`src/rtl/complex_addsub_pipe.sv`:
```
// complex_addsub_pipe: two-stage complex add/sub/accumulate with guard bit, saturate or wrap, and overflow flags
module complex_addsub_pipe #(
  parameter int QI = 3,
  parameter int QF = 3,
  parameter bit SAT = 1'b1,
  localparam int WI = QI + QF,
  localparam int WO = WI + 1,
  localparam int WF = WI + 2
) (
  input  logic          clk,
  input  logic          rst_n,
  input  logic          in_valid,
  output logic          in_ready,
  input  logic [1:0]    mode,
  input  logic [WI-1:0] a_Re,
  input  logic [WI-1:0] a_Im,
  input  logic [WI-1:0] b_Re,
  input  logic [WI-1:0] b_Im,
  output logic          out_valid,
  input  logic          out_ready,
  output logic [WO-1:0] c_Re,
  output logic [WO-1:0] c_Im,
  output logic          overflow,
  output logic          ovf_sticky,
  input  logic          clr_ovf
);
  localparam logic signed [WF-1:0] smax = WF'(2 ** (WO - 1) - 1);
  localparam logic signed [WF-1:0] smin = -WF'(2 ** (WO - 1));
  // Returns {overflow, result}; only the accumulate mode can leave the WO range.
  function automatic logic [WO:0] calc(input logic [1:0] m, input logic signed [WO-1:0] acc,
                                       input logic signed [WI-1:0] a, input logic signed [WI-1:0] b);
    logic signed [WF-1:0] ae, be, ce, s;
    logic hi, lo;
    ae = {{(WF-WI){a[WI-1]}}, a};
    be = {{(WF-WI){b[WI-1]}}, b};
    ce = {{(WF-WO){acc[WO-1]}}, acc};
    s = m[1] ? (m[0] ? ae : ce + ae) : (m[0] ? ae - be : ae + be);
    hi = s > smax;
    lo = s < smin;
    return {hi | lo, (SAT && hi) ? smax[WO-1:0] : (SAT && lo) ? smin[WO-1:0] : s[WO-1:0]};
  endfunction
  logic en, accept, v1, o1;
  logic [WO:0] re_n, im_n;
  logic signed [WO-1:0] acc_re, acc_im, r1_re, r1_im;
  assign en = ~out_valid | out_ready;
  assign in_ready = en;
  assign accept = in_valid & en;
  always_comb begin
    re_n = calc(mode, acc_re, a_Re, b_Re);
    im_n = calc(mode, acc_im, a_Im, b_Im);
  end
  always_ff @(posedge clk or negedge rst_n) begin
    if (!rst_n) begin
      v1 <= 1'b0;
      o1 <= 1'b0;
      r1_re <= '0;
      r1_im <= '0;
      acc_re <= '0;
      acc_im <= '0;
      out_valid <= 1'b0;
      c_Re <= '0;
      c_Im <= '0;
      overflow <= 1'b0;
      ovf_sticky <= 1'b0;
    end else begin
      if (en) begin
        v1 <= in_valid;
        r1_re <= re_n[WO-1:0];
        r1_im <= im_n[WO-1:0];
        o1 <= in_valid & (re_n[WO] | im_n[WO]);
        out_valid <= v1;
        c_Re <= r1_re;
        c_Im <= r1_im;
        overflow <= o1;
      end
      if (accept & mode[1]) begin
        acc_re <= re_n[WO-1:0];
        acc_im <= im_n[WO-1:0];
      end
      ovf_sticky <= (out_valid & overflow) | (ovf_sticky & ~clr_ovf);
    end
  end
endmodule
```
`config.mk`:
```
export PLATFORM = sky130hd
export DESIGN_NAME = complex_addsub_pipe
export DESIGN_NICKNAME = d
export VERILOG_FILES = /design/src/rtl/complex_addsub_pipe.sv
export SDC_FILE = /design/constraint.sdc
export NUM_CORES = 1
export LEC_CHECK = 0
export CAP_MARGIN = 20
export CORE_MARGIN = 5
export CORE_UTILIZATION = 52
export CTS_BUF_LIST = sky130_fd_sc_hd__clkbuf_8
export CTS_CLUSTER_DIAMETER = 50
export DETAILED_ROUTE_END_ITERATION = 8
export PLACE_DENSITY = 0.83
export SLEW_MARGIN = 5
export SYNTH_ARGS = -nofsm -noshare
export SYNTH_HDL_FRONTEND = slang
export SYNTH_SLANG_ARGS = --single-unit
```
`constraint.sdc`:
```
create_clock -name clk -period 2.95 [get_ports clk]
set_clock_uncertainty 0.15 [all_clocks]
set_input_delay 0.7375 -clock clk [delete_from_list [all_inputs] [get_ports clk]]
set_output_delay 0.7375 -clock clk [all_outputs]
set_load 0.02 [all_outputs]
```
## After elaboration in Yosys (flattened, before gate mapping)

Cells that the tools add are included.

- Mux-type cells: 10
- $add $sub $neg: 6
- Order comparisons: 4
- Bitwise operators: 12

Operators with widths:

| operator | count |
|---|---|
| $mux 8 | 6 |
| $mux 7 | 4 |
| $add 7x6->8 | 2 |
| $gt 8x7->1 const B | 2 |
| $lt 8x7->1 const B | 2 |
| $add 6x6->7 | 2 |
| $sub 6x6->7 | 2 |
| $and 1x1->1 | 5 |
| $or 1x1->1 | 5 |
| $not 1->1 | 2 |

- Register bits after elaboration: 47
- Output and inout bits: 18

## Logic depth before layout (Yosys ltp)

- Word-level depth: 7
- Depth in mapped cells: 20
- Mapped depth without buffers: 18

## Least setup slack after synthesis

Ideal clock, no wire load.

- Path kind: input to register
- From: in mode[0]
- To: reg acc_re[4]
- Stages: 19
- Arrival time: 4.006 ns
- Required time: 2.679 ns
- Setup slack: -1.327 ns
- Setup time: 0.121 ns
- Path through: buf_6 -> buf_2 -> clkbuf_1 -> buf_2 -> mux2_2 -> fa_1 -> nand2b_1 -> a21oi_1 -> a31oi_1 -> xnor2_1 -> nor2_1 -> a21o_2 -> ha_1 -> inv_1 -> nand2_1 -> a21oi_1 -> o21a_1 -> nor2_1 -> a22o_1

- Word-level cells in the longest chain between the ends: 5
- Elaborated cells on any way between the ends: 7
- Classes of those cells: 2 x order compare; 5 x mux

Ends and longest elaborated chain:

| what | line | text |
|---|---|---|
| start, declared | 14 | `input logic [1:0] mode,` |
| $mux 8 | 37 | `s = m[1] ? (m[0] ? ae : ce + ae) : (m[0] ? ae - be : ae + be);` |
| $mux 8 (*) | 37 |  |
| $lt 8x7->1 | 39 | `lo = s < smin;` |
| $mux 7 | 40 | `return {hi \| lo, (SAT && hi) ? smax[WO-1:0] : (SAT && lo) ? smin[WO-1:0] : s[WO-1:0]};` |
| $mux 7 (*) | 40 |  |
| end signal, assigned | 77 | `acc_re <= re_n[WO-1:0];` |
| end, declared | 44 | `logic signed [WO-1:0] acc_re, acc_im, r1_re, r1_im;` |

Every way passes the cells marked *; elsewhere a longest branch is shown, timed or not.
A chain may end at the register's enable or synchronous reset.

## Worst setup path in the final report

- From: in b_Re[1]
- To: reg acc_re[5]

- Word-level cells in the longest chain between the ends: 6
- Elaborated cells on any way between the ends: 8
- Classes of those cells: 2 x add/sub; 2 x order compare; 4 x mux

Ends and longest elaborated chain:

| what | line | text |
|---|---|---|
| start, declared | 17 | `input logic [WI-1:0] b_Re,` |
| $add 6x6->7 or $sub 6x6->7 (tied branches) | 37 |  |
| $mux 8 (*) (2 in series) | 37 |  |
| $lt 8x7->1 | 39 |  |
| $mux 7 | 40 |  |
| $mux 7 (*) | 40 |  |

Marked as above.

==> summary.md <==
| Metric | Value |
|---|---|
| Status | `complete, but fails checks` |
| Failing checks | `negative setup slack` |
| Post-CTS Hold Buffers | `0` |
| Crit-path slowest cell | `fa_2` |
| Routability cong. | `just over 0.9` |
| Setup TNS | `-8.04 ns` |
| # setup viols final | `29` |
| RSZ-0062 raised after global routing | `yes` |
| DIE HEIGHT | `just over 90 µm` |
| Synthesized area per cell | `~8.5 µm²` |
| Share of flip-flops with an asynchronous set or reset | `100%` |
| Fill count | `between 300 and 400` |
| CP peak stage delay | `around 0.37 ns` |
| Initial antenna violation count | `0` |
| I/O pin total | `49` |
| GRT Residual Overflow | `0` |
| DP HPWL | `7.12 mm` |
| Antenna Cells | `0` |
| Cells after DPL | `603` |
| CP arrival | `3.50 ns` |
| CTS Buf Count | `5` |
| Worst Tran Pin Value | `0.517 ns` |
| Top Usage Layer GRT | `met2` |
| Overall Power | `3.93 mW` |
| Global-route wire length before repair | `16.4 mm` |
| Count leader, synth | `nand2_1` |
| Mapped Area | `about 0.0035 mm²` |
| FF+latch count, synth | `47` |
| Final worst path period share | `117%` |
| Register area | `~0.0012 mm²` |
| Area leader, netlist | `dfrtp_1` |
| Post-synthesis compound-gate area fraction | `around a fifth` |
| Area taken by multi-input logic gates | `0.00261 mm²` |
| Clock Path Buffers | `2` |
| Synth unique cells | `57` |
| Met3 GRT Util | `3.17%` |
| Setup slack after layout | `-0.510 ns` |
| Syn nets | `481` |
| Routed WL per cell | `16.8 µm` |
| CP Launch Type | `input port` |
| Fin crit period | `between 3 and 4 ns` |
| Sw Ratio | `39.8%` |
| Pre-antenna DRT Iters | `5` |
| EDFF count, synth | `0` |
| CTS sink count | `47` |
| Met2 GRT Util | `between 40% and 50%` |
| Crit Path Class | `input port to flip-flop` |
| CP cell instances | `buf_8, inv_4, ha_4, mux2_4, fa_2, nand2b_4, a21oi_4, a31oi_2, xnor2_1, nor2_2, a21o_2, ha_4, a21oi_1, nand4b_1, mux2_2` |
| Share of cells above drive strength 1 | `33.9%` |
| CP Capture Type | `flip-flop` |
| GRT Overall Usage | `23.6%` |
| Most used cell, CP | `ha_4` |
| Initial Util | `52.7%` |
| Top-area cell type share of the netlist area | `33.4%` |
| Adder-Cell Fraction of Synth Area | `13.6%` |
| Main synth FF type | `dfrtp_1` |
| Clk_lat worst skew | `0.30 ns` |
| Core Area | `between 0.006 and 0.007 mm²` |
| Layout area overhead | `50.6%` |
| Fmax achieved | `approximately 290 MHz` |
| Xor-xnor portion of the synthesized cell area | `4.48%` |
| YS warnings | `0` |
| CTS tree | `yes` |
| Fin. max-slew vios | `0` |
| Hold slack | `0.117 ns` |
| Width of the die | `92.3 µm` |
| Post-Synth Simple-Gate Area | `between 20% and 30%` |
| Post-Synthesis Cells | `414` |
| Drt total wl | `10.5 mm` |
| Area contributors post-synth | `dfrtp_1, ha_1, nand2_1` |
| Rows | `30` |
| Sequential area share after synthesis | `about a third` |
| Peak supply drop | `385 µV` |
| Sw Pwr | `approximately 1.6 mW` |
| CTS root buffer | `clkbuf_8` |
| Relative slew slack | `65.2%` |
| Die area | `0.00852 mm²` |
| Crit Path Max Fanout | `3` |
| Internal power | `2.36 mW` |
| Worst Path Required | `2.99 ns` |
| Vias in the first global route | `between 3000 and 4000` |
| Cell family with most CP delay | `adder cells` |
| Post-synthesis mux area share | `under 10%` |
| Clock power share | `12.4%` |
| PD cells | `740 mW/mm²` |
| Max-cap violation count | `0` |
| Clock slew at reported path FFs | `0.09 ns` |
| DRC | `0` |
| Main combinational cell family by area after synthesis | `compound AO/OA/AOI/OAI gates` |
| Commonest cells in the synthesized netlist | `nand2_1, dfrtp_1, nor2_1` |
| Vias | `3660` |
| Hold Vio Cnt, Final | `0` |
| Grt met1 use | `between 20% and 30%` |
| Non-filler cells, final | `roughly 630` |
| Worst path bufs/invs | `2` |
| Nets@finish | `611` |
| Max H-tree Level | `2` |
| Combinational share of power | `60.2%` |
| Via density | `between 5 and 6` |
| LEAKAGE | `2.47 nW` |
| Largest net degree at the start of global routing | `between 40 and 50` |
| Hold Crit Class | `input port to asynchronous set/reset pin` |
| Register share of total power | `27.4%` |
| Final ANT Viol Nets | `0` |
| I/O Buffers | `between 40 and 50` |
| Iteration-0 DRC Markers | `190` |
| Post-place setup slack | `-1.21 ns` |
==> cells by family (layout without fill, tap and decap cells) <==
kind of cell | after synthesis | after routing
flops | 47 | 47
xor+xnor | 18 | 18
simple gates | 159 | 159
buf+inv | 40 | 171
compound gates | 104 | 104
fa+ha+maj | 36 | 36
mux | 10 | 10
==> worst register-to-register path, cell delays in order (launching register included) <==
cell,delay [ns]
dfrtp_1,0.41
ha_1,0.20
inv_1,0.07
fa_1,0.20
nor2b_1,0.06
o31a_1,0.28
or3_1,0.39
nand3_1,0.14
o21ai_1,0.10
inv_1,0.11
ha_4,0.17
inv_2,0.05
a31o_4,0.24
mux2_4,0.25
==> cell type report <==
type	instances	share of cell area, %
clock buffer	6	1.56
clock inverter	2	0.660
inverter	24	1.84
multi-input combinational	327	49.2
sequential	47	22.2
tap	80	1.89
timing repair buffer	139	22.7
==> metal layers <==
layer	wire length, µm	share of wire, %
met3	637	6.1
met1	4320	41
met4	430	4.1
met2	5090	49
met5	0	0
==> through the flow <==
step                      util [%]  area, µm²
after CTS                     76.9       5140
after floorplan                  -       3580
after detailed placement      69.5       4640
final                         79.4       5310
after global placement        69.5       4640
after global routing          79.4       5310
==> path summary, 6_finish.rpt <==
path / startpoint / endpoint / slack, ns / depth (start not counted)
max reg2reg: acc_im[0] / r1_im[3] / 0.04 / 13
min: rst_n / c_Im[1] / 0.12 / 1
min in group clk: v1 / out_valid / 0.31 / 1
max: b_Re[1] / acc_re[5] / -0.51 / 15
min reg2reg: v1 / out_valid / 0.31 / 1
max in group asynchronous: rst_n / c_Re[1] / 2.08 / 2
==> state kept, by name, indices dropped and copies added (netlist names) <==
| signal | flops |
|---|---|
| overflow | 1 |
| acc_im | 7 |
| ovf_sticky | 1 |
| r1_im | 7 |
| o1 | 1 |
| out_valid | 1 |
| acc_re | 7 |
| v1 | 1 |
| r1_re | 7 |
| c_Im | 7 |
| c_Re | 7 |
==> power groups by stage <==
stage                     Combinational (mW)  Sequential (mW)  Clock (mW)
after global routing                    2.55             1.10       0.521
after floorplan                         1.01             1.15           0
after global placement                  1.81             1.07           0
final                                   2.36             1.08       0.487
after detailed placement                1.90             1.07           0
after CTS                               2.16             1.07       0.496
==> layout by cell type (no fill, tap or decap), types with 6 or more instances in the layout <==
cell,synthesis,routed
buf_4,0,84
xnor2_1,15,14
ha_4,0,6
dfrtp_1,47,47
nor2_1,37,29
clkdlybuf4s50_1,0,29
nand2_1,80,76
ha_1,32,24
buf_6,1,7
dlygate4sd2_1,0,8
a21oi_1,23,15
o21ai_0,23,17
clkbuf_8,0,6
inv_1,24,16
==> repair_timing <==
action / in CTS / in global routing
gates cloned: 0 / 0
setup buffers: 12 / 2
endpoints found under the setup margin: 29 / 29
resized for setup: 116 / 23
pin swaps: 52 / 14
(Power assumes the default switching activity.)
